[src/rtl/mrd_ctrl_seq.sv]
// mrd_ctrl_seq -- control sequencer for the mixed-radix DFT memory top.
//
// On each accepted frame start it factors the frame size into radix-5/4/3/2
// stages, one factor per clock, while the frame is being sunk. It then
// steps the memory through a read/write pass per stage, followed by a
// source (drain) pass.
//
// Ports
//   clk             system clock, rising edge
//   rst             asynchronous active-high reset
//   sink_sop        start of an input frame (status)
//   dftpts          frame size, sampled together with sink_sop
//   sink_ongoing    sink in progress (status)
//   rd_ongoing      read pass in progress (status)
//   wr_ongoing      write pass in progress (status)
//   source_ongoing  output drain in progress (status)
//   state           memory mode: 00 sink, 01 read, 10 write, 11 source
//   current_stage   index of the active butterfly stage
//   Nf              radix per stage, entry i in bits [3i+2:3i], unused = 0
//   n_stg           number of valid stages
//   busy            frame in flight (accepted sop until source completes)
//   err             frame size not factorable; sticky until the next sop
module mrd_ctrl_seq #(
  parameter int MAX_STG = 6,
  parameter int wPTS    = 12
) (
  input  logic                 clk,
  input  logic                 rst,
  input  logic                 sink_sop,
  input  logic [wPTS-1:0]      dftpts,
  input  logic                 sink_ongoing,
  input  logic                 rd_ongoing,
  input  logic                 wr_ongoing,
  input  logic                 source_ongoing,
  output logic [1:0]           state,
  output logic [2:0]           current_stage,
  output logic [MAX_STG*3-1:0] Nf,
  output logic [2:0]           n_stg,
  output logic                 busy,
  output logic                 err
);

  localparam logic [2:0] MAX_STG_L = 3'(MAX_STG);

  typedef enum logic [2:0] {
    IDLE,
    SINK,
    RD,
    WR,
    SRC
  } fsm_t;

  fsm_t fsm_reg;
  fsm_t fsm_next;

  // Factorisation state
  logic [wPTS-1:0] res_reg;
  logic            fact_run_reg;
  logic            fact_done_reg;
  logic            err_reg;
  logic [2:0]      n_stg_reg;

  // Sequencing state
  logic [1:0]      state_reg;
  logic [2:0]      stage_reg;
  logic            busy_reg;

  // Seen-high / fell flags of the status input the current state waits on.
  // Only one wait state is active at a time and the pair is cleared on every
  // state entry, so a single pair serves all of them.
  logic            seen_reg;
  logic            fell_reg;

  // FSM strobes
  logic            sop_accept;
  logic            stage_clr;
  logic            stage_inc;
  logic            busy_set;
  logic            busy_clr;
  logic            flag_clr;
  logic            wait_in;

  // Radix selection
  logic [2:0]      radix;
  logic [wPTS-1:0] quot;
  logic            radix_ok;
  logic            fact_write;

  function automatic logic [1:0] encode_state(input fsm_t s);
    case (s)
      RD:      encode_state = 2'b01;
      WR:      encode_state = 2'b10;
      SRC:     encode_state = 2'b11;
      default: encode_state = 2'b00;
    endcase
  endfunction

  // ---------------------------------------------------------------------
  // Radix pick: first of 5, 4, 3, 2 dividing the residue. All divisors are
  // constants, so these reduce to fixed modulo/divide-by-constant logic.
  // ---------------------------------------------------------------------
  always_comb begin
    radix    = 3'd0;
    quot     = res_reg;
    radix_ok = 1'b1;
    if (res_reg % wPTS'(5) == '0) begin
      radix = 3'd5;
      quot  = res_reg / wPTS'(5);
    end else if (res_reg[1:0] == 2'b00) begin
      radix = 3'd4;
      quot  = res_reg >> 2;
    end else if (res_reg % wPTS'(3) == '0) begin
      radix = 3'd3;
      quot  = res_reg / wPTS'(3);
    end else if (res_reg[0] == 1'b0) begin
      radix = 3'd2;
      quot  = res_reg >> 1;
    end else begin
      radix_ok = 1'b0;
    end
  end

  assign fact_write = fact_run_reg && (res_reg != wPTS'(1)) && radix_ok &&
                      (n_stg_reg != MAX_STG_L);

  always_ff @(posedge clk or posedge rst) begin
    if (rst) begin
      res_reg       <= '0;
      fact_run_reg  <= 1'b0;
      fact_done_reg <= 1'b0;
      err_reg       <= 1'b0;
      n_stg_reg     <= 3'd0;
    end else if (sop_accept) begin
      res_reg       <= dftpts;
      n_stg_reg     <= 3'd0;
      fact_done_reg <= 1'b0;
      // Sizes 0 and 1 have no factorisation at all.
      err_reg       <= (dftpts < wPTS'(2));
      fact_run_reg  <= (dftpts >= wPTS'(2));
    end else if (fact_run_reg) begin
      if (res_reg == wPTS'(1)) begin
        fact_done_reg <= 1'b1;
        fact_run_reg  <= 1'b0;
      end else if (fact_write) begin
        res_reg   <= quot;
        n_stg_reg <= n_stg_reg + 3'd1;
      end else begin
        // Prime factor > 5 left over, or out of stage slots.
        err_reg      <= 1'b1;
        fact_run_reg <= 1'b0;
      end
    end
  end

  // One register per Nf entry; entry gi is loaded when it is the next slot.
  generate
    for (genvar gi = 0; gi < MAX_STG; gi++) begin : g_nf
      logic [2:0] nf_entry_reg;

      always_ff @(posedge clk or posedge rst) begin
        if (rst) begin
          nf_entry_reg <= 3'd0;
        end else if (sop_accept) begin
          nf_entry_reg <= 3'd0;
        end else if (fact_write && (n_stg_reg == 3'(gi))) begin
          nf_entry_reg <= radix;
        end
      end

      assign Nf[gi*3 +: 3] = nf_entry_reg;
    end
  endgenerate

  // ---------------------------------------------------------------------
  // Control FSM
  // ---------------------------------------------------------------------
  always_ff @(posedge clk or posedge rst) begin
    if (rst) begin
      fsm_reg <= IDLE;
    end else begin
      fsm_reg <= fsm_next;
    end
  end

  // Status input the current state is waiting to see rise and fall.
  always_comb begin
    wait_in = 1'b0;
    case (fsm_reg)
      SINK:    wait_in = sink_ongoing;
      RD:      wait_in = rd_ongoing;
      WR:      wait_in = wr_ongoing;
      SRC:     wait_in = source_ongoing;
      default: wait_in = 1'b0;
    endcase
  end

  // Transitions act on the registered fell flag, which gives one cycle of
  // reaction latency after the fall is sampled.
  always_comb begin
    fsm_next   = fsm_reg;
    sop_accept = 1'b0;
    stage_clr  = 1'b0;
    stage_inc  = 1'b0;
    busy_set   = 1'b0;
    busy_clr   = 1'b0;
    case (fsm_reg)
      IDLE: begin
        if (sink_sop) begin
          sop_accept = 1'b1;
          busy_set   = 1'b1;
          fsm_next   = SINK;
        end
      end
      SINK: begin
        // A new sop always wins, even against a completing sink.
        if (sink_sop) begin
          sop_accept = 1'b1;
          busy_set   = 1'b1;
        end else if (fell_reg && err_reg) begin
          busy_clr = 1'b1;
          fsm_next = IDLE;
        end else if (fell_reg && fact_done_reg) begin
          stage_clr = 1'b1;
          fsm_next  = RD;
        end
      end
      RD: begin
        if (fell_reg) begin
          fsm_next = WR;
        end
      end
      WR: begin
        if (fell_reg) begin
          if (stage_reg == n_stg_reg - 3'd1) begin
            fsm_next = SRC;
          end else begin
            stage_inc = 1'b1;
            fsm_next  = RD;
          end
        end
      end
      SRC: begin
        if (fell_reg) begin
          busy_clr = 1'b1;
          fsm_next = IDLE;
        end
      end
      default: fsm_next = IDLE;
    endcase
  end

  assign flag_clr = sop_accept || (fsm_next != fsm_reg);

  always_ff @(posedge clk or posedge rst) begin
    if (rst) begin
      seen_reg <= 1'b0;
      fell_reg <= 1'b0;
    end else if (flag_clr) begin
      seen_reg <= 1'b0;
      fell_reg <= 1'b0;
    end else begin
      seen_reg <= seen_reg | wait_in;
      // Uses the old seen flag: a low in the cycle the flag gets set is not
      // a completion.
      fell_reg <= fell_reg | (seen_reg & ~wait_in);
    end
  end

  always_ff @(posedge clk or posedge rst) begin
    if (rst) begin
      state_reg <= 2'b00;
      stage_reg <= 3'd0;
      busy_reg  <= 1'b0;
    end else begin
      state_reg <= encode_state(fsm_next);
      if (stage_clr) begin
        stage_reg <= 3'd0;
      end else if (stage_inc) begin
        stage_reg <= stage_reg + 3'd1;
      end
      if (busy_set) begin
        busy_reg <= 1'b1;
      end else if (busy_clr) begin
        busy_reg <= 1'b0;
      end
    end
  end

  assign state         = state_reg;
  assign current_stage = stage_reg;
  assign n_stg         = n_stg_reg;
  assign busy          = busy_reg;
  assign err           = err_reg;

endmodule
[config.mk]
export PLATFORM = sky130hd
export DESIGN_NAME = mrd_ctrl_seq
export DESIGN_NICKNAME = d
export VERILOG_FILES = /design/src/rtl/mrd_ctrl_seq.sv
export SDC_FILE = /design/constraint.sdc
export NUM_CORES = 1
export LEC_CHECK = 0
export BUFFER_PORTS_ARGS = -buffer_cell sky130_fd_sc_hd__buf_2
export CORE_ASPECT_RATIO = 0.7
export CORE_MARGIN = 3
export CORE_UTILIZATION = 45
export CTS_CLUSTER_DIAMETER = 40
export DETAILED_ROUTE_END_ITERATION = 6
export SLEW_MARGIN = 40
export SYNTH_ARGS = -nofsm -noshare
export SYNTH_HDL_FRONTEND = slang
export SYNTH_SLANG_ARGS = --single-unit
[constraint.sdc]
create_clock -name clk -period 7.1 [get_ports clk]
set_input_delay 1.065 -clock clk [delete_from_list [all_inputs] [get_ports clk]]
set_output_delay 1.065 -clock clk [all_outputs]
set_load 0.01 [all_outputs]
==> run metrics <==
worst slew pin tran slightly above 800 ps; Worst Hold Path EP busy$_DFFE_PP0P_; Reg2Reg Launch Point res_reg[9]$_DFFE_PP0P_; clk root buf clkbuf_16; Seq cells post-synth 47; diode count 0; CTS tree done; DRC violations left 0; Worst EP required between 7000 and 8000 ps; Initial Util 0.4768; Post-CTS Setup Repair Bufs 0; Ys Warns 0; Die Y-Extent about 100 um; post-route antenna net violation count 0; MaxCap Viol Count 0; num rows 32; RSZ-0062 raised after global routing no; syn nets ~720; ys async rst share 1.000; worst-skew pair later-pin latency slightly below 300 ps; First-pass DRT Iterations 5; Via Count approximately 5,400; final worst-path cycle share 0.9372; H-Tree Depth 2; final count of negative-setup-slack endpoints 0; RR Endpoint res_reg[8]$_DFFE_PP0P_; global route overflow 0; Yosys cell types about 100; Reg2Reg Setup Slack between 400 and 500 ps; I/O pins between 40 and 50; reg2reg path depth 25; Critical Path Source Type flip-flop; PortBufs 46; nature of the critical path endpoint flip-flop; Area Growth Syn to Fin 6.348%; WP data arrival a little under 7000 ps; CTS Buf Count 5; DR vias/cell approximately 6.4; fmax 150.3 MHz; GPL Wtd Cong about 0.86; worst-path fanout max 14; core area ~11,000 sq um; hold_buf cts 0; slew margin rel. 0.4561; sequential-to-total area share from yosys stat 0.2162; WL final between 15,000 and 20,000 um; most used flip-flop cell after synthesis dfrtp_1; fin crit period roughly 6700 ps; first-pass GRT wire length between 20,000 and 30,000 um; CTS clk-pin slew, worst paths about 70 ps; drt wl/cell 18.61 um; GRT Total Usage 0.2317; max reg flops 18; die width 137.4 um; Die ar. about 13,000 sq um; Post-synth EDFFs 0; Netlist Area Pre-Place approximately 5400 sq um; Post-Synthesis Cells 691; Syn Area/Cell ~8 sq um; hold crit path type flip-flop to flip-flop; min-delay src busy$_DFFE_PP0P_; largest net degree at the start of global routing 48; vias in the first global route approximately 4,900; status complete, no violations; layout cells sized above 1 0.1774; Worst Setup Path Type flip-flop to flip-flop; clk sink count 47; TNS Setup 0 ps; placed wire-length estimate ~11,000 um; initial antenna violation count 0; NumNets Final roughly 730; Final Hold Viols 0; clk_skew 7.748 ps; count of final max-slew check failures 0; Hold Path Depth 2; clock buffer depth 2; Iteration-0 DRC Markers roughly 650; post-cts repair resize count 0
-- through the flow --
step,area [sq um],hold WS (ps),util,std cells,setup WS (ps)
after CTS,5772,481.5,0.5058,851,327.6
final,5786,477.2,0.5070,852,445.7
after global placement,5624,458.6,0.4929,843,615.3
after detailed placement,5627,467.5,0.4931,843,355.9
after global routing,5786,513.6,0.5070,852,58.88
after floorplan,5440,482.9,-,691,1788
-- logic make-up (layout without fill, tap and decap cells) --
group	Yosys count	after routing	share of synthesized area
buffers and inverters	88	95	0.08556
adders and majority gates	14	14	0.03174
DFF	47	47	0.2162
xor gates and xnor gates	18	18	0.03036
and+or+nand+nor	265	265	0.2594
AOI/OAI and AO/OA	226	227	0.3144
muxes	33	33	0.06233
-- worst max path at each step --
stage,from,end,slack (ps)
floorplan,res_reg[8]$_DFFE_PP0P_,res_reg[8]$_DFFE_PP0P_,1790
global placement,res_reg[8]$_DFFE_PP0P_,g_nf[4].nf_entry_reg[0]$_DFFE_PP0P_,620
detailed placement,res_reg[8]$_DFFE_PP0P_,g_nf[4].nf_entry_reg[2]$_DFFE_PP0P_,360
CTS,res_reg[8]$_DFFE_PP0P_,res_reg[9]$_DFFE_PP0P_,330
global route,res_reg[10]$_DFFE_PP0P_,res_reg[9]$_DFFE_PP0P_,60
finish,res_reg[9]$_DFFE_PP0P_,res_reg[8]$_DFFE_PP0P_,450
-- layout make-up --
type / instances / area (sq um)
tap: 153 / 191.4
clock inverter: 3 / 20.02
fill: 1108 / 5625
multi-input combinational: 557 / 3811
clock buffer: 5 / 125.1
inverter: 22 / 87.58
sequential: 47 / 1177
timing repair buffer: 65 / 372.9
-- cells in the mapped netlist, types with 8 or more instances --
master / instances / area share
buf_6: 10 / 0.021
nand4_1: 8 / 0.0092
a21o_1: 8 / 0.011
clkbuf_1: 38 / 0.026
nor3_1: 13 / 0.012
dfrtp_1: 47 / 0.22
a32oi_1: 8 / 0.013
nand2b_1: 13 / 0.015
o21ai_0: 33 / 0.030
nor2_1: 47 / 0.032
o211ai_1: 8 / 0.011
nand2_1: 88 / 0.061
buf_4: 10 / 0.014
mux2i_1: 29 / 0.053
ha_1: 12 / 0.028
a21oi_1: 41 / 0.038
a211oi_1: 11 / 0.015
o21ai_1: 10 / 0.0092
or3_1: 9 / 0.010
inv_1: 17 / 0.012
a31oi_1: 12 / 0.014
xnor2_1: 11 / 0.018
nor2b_1: 10 / 0.011
nand3_1: 21 / 0.019
-- metal layers --
metal	track usage	vias up	part of all wire
met4	0.02147	0	0.0064
met3	0.05046	11	0.078
met5	0	-	0
met1	0.3681	2615	0.50
met2	0.3287	211	0.42
li1	-	2606	-
-- critical path: stages, from the launching register on --
cell and delay [ps]:
dfrtp_1 530, buf_4 250, nor3b_1 440, a21oi_1 120, o311ai_1 150, nand2_1 430
a41oi_1 390, o21ai_2 100, o21ai_2 360, and3_1 230, a21oi_1 60, ha_1 230
nand2b_1 190, maj3_2 310, a21o_1 230, xnor2_1 140, ha_1 320, nand3_1 90
a21oi_1 50, o211a_1 140, o221ai_2 290, a31oi_4 150, or3_1 600, buf_4 250
a32o_1 220, mux2_4 250
-- placed cells by master (no fill, tap or decap), types with 12 or more instances in the layout --
cell type	synthesis	final
buf_2	6	46
nand3_1	21	21
buf_4	10	19
nand2b_1	13	13
a31oi_1	12	12
mux2i_1	29	29
a21oi_1	41	41
nand2_1	88	88
dfrtp_1	47	46
nor3_1	13	13
ha_1	12	12
nor2_1	47	47
o21ai_0	33	32
inv_1	17	16
Power is left out: the tool's default activity adds up to more than one toggle a clock period on the data nets, which glitch-free logic cannot reach.
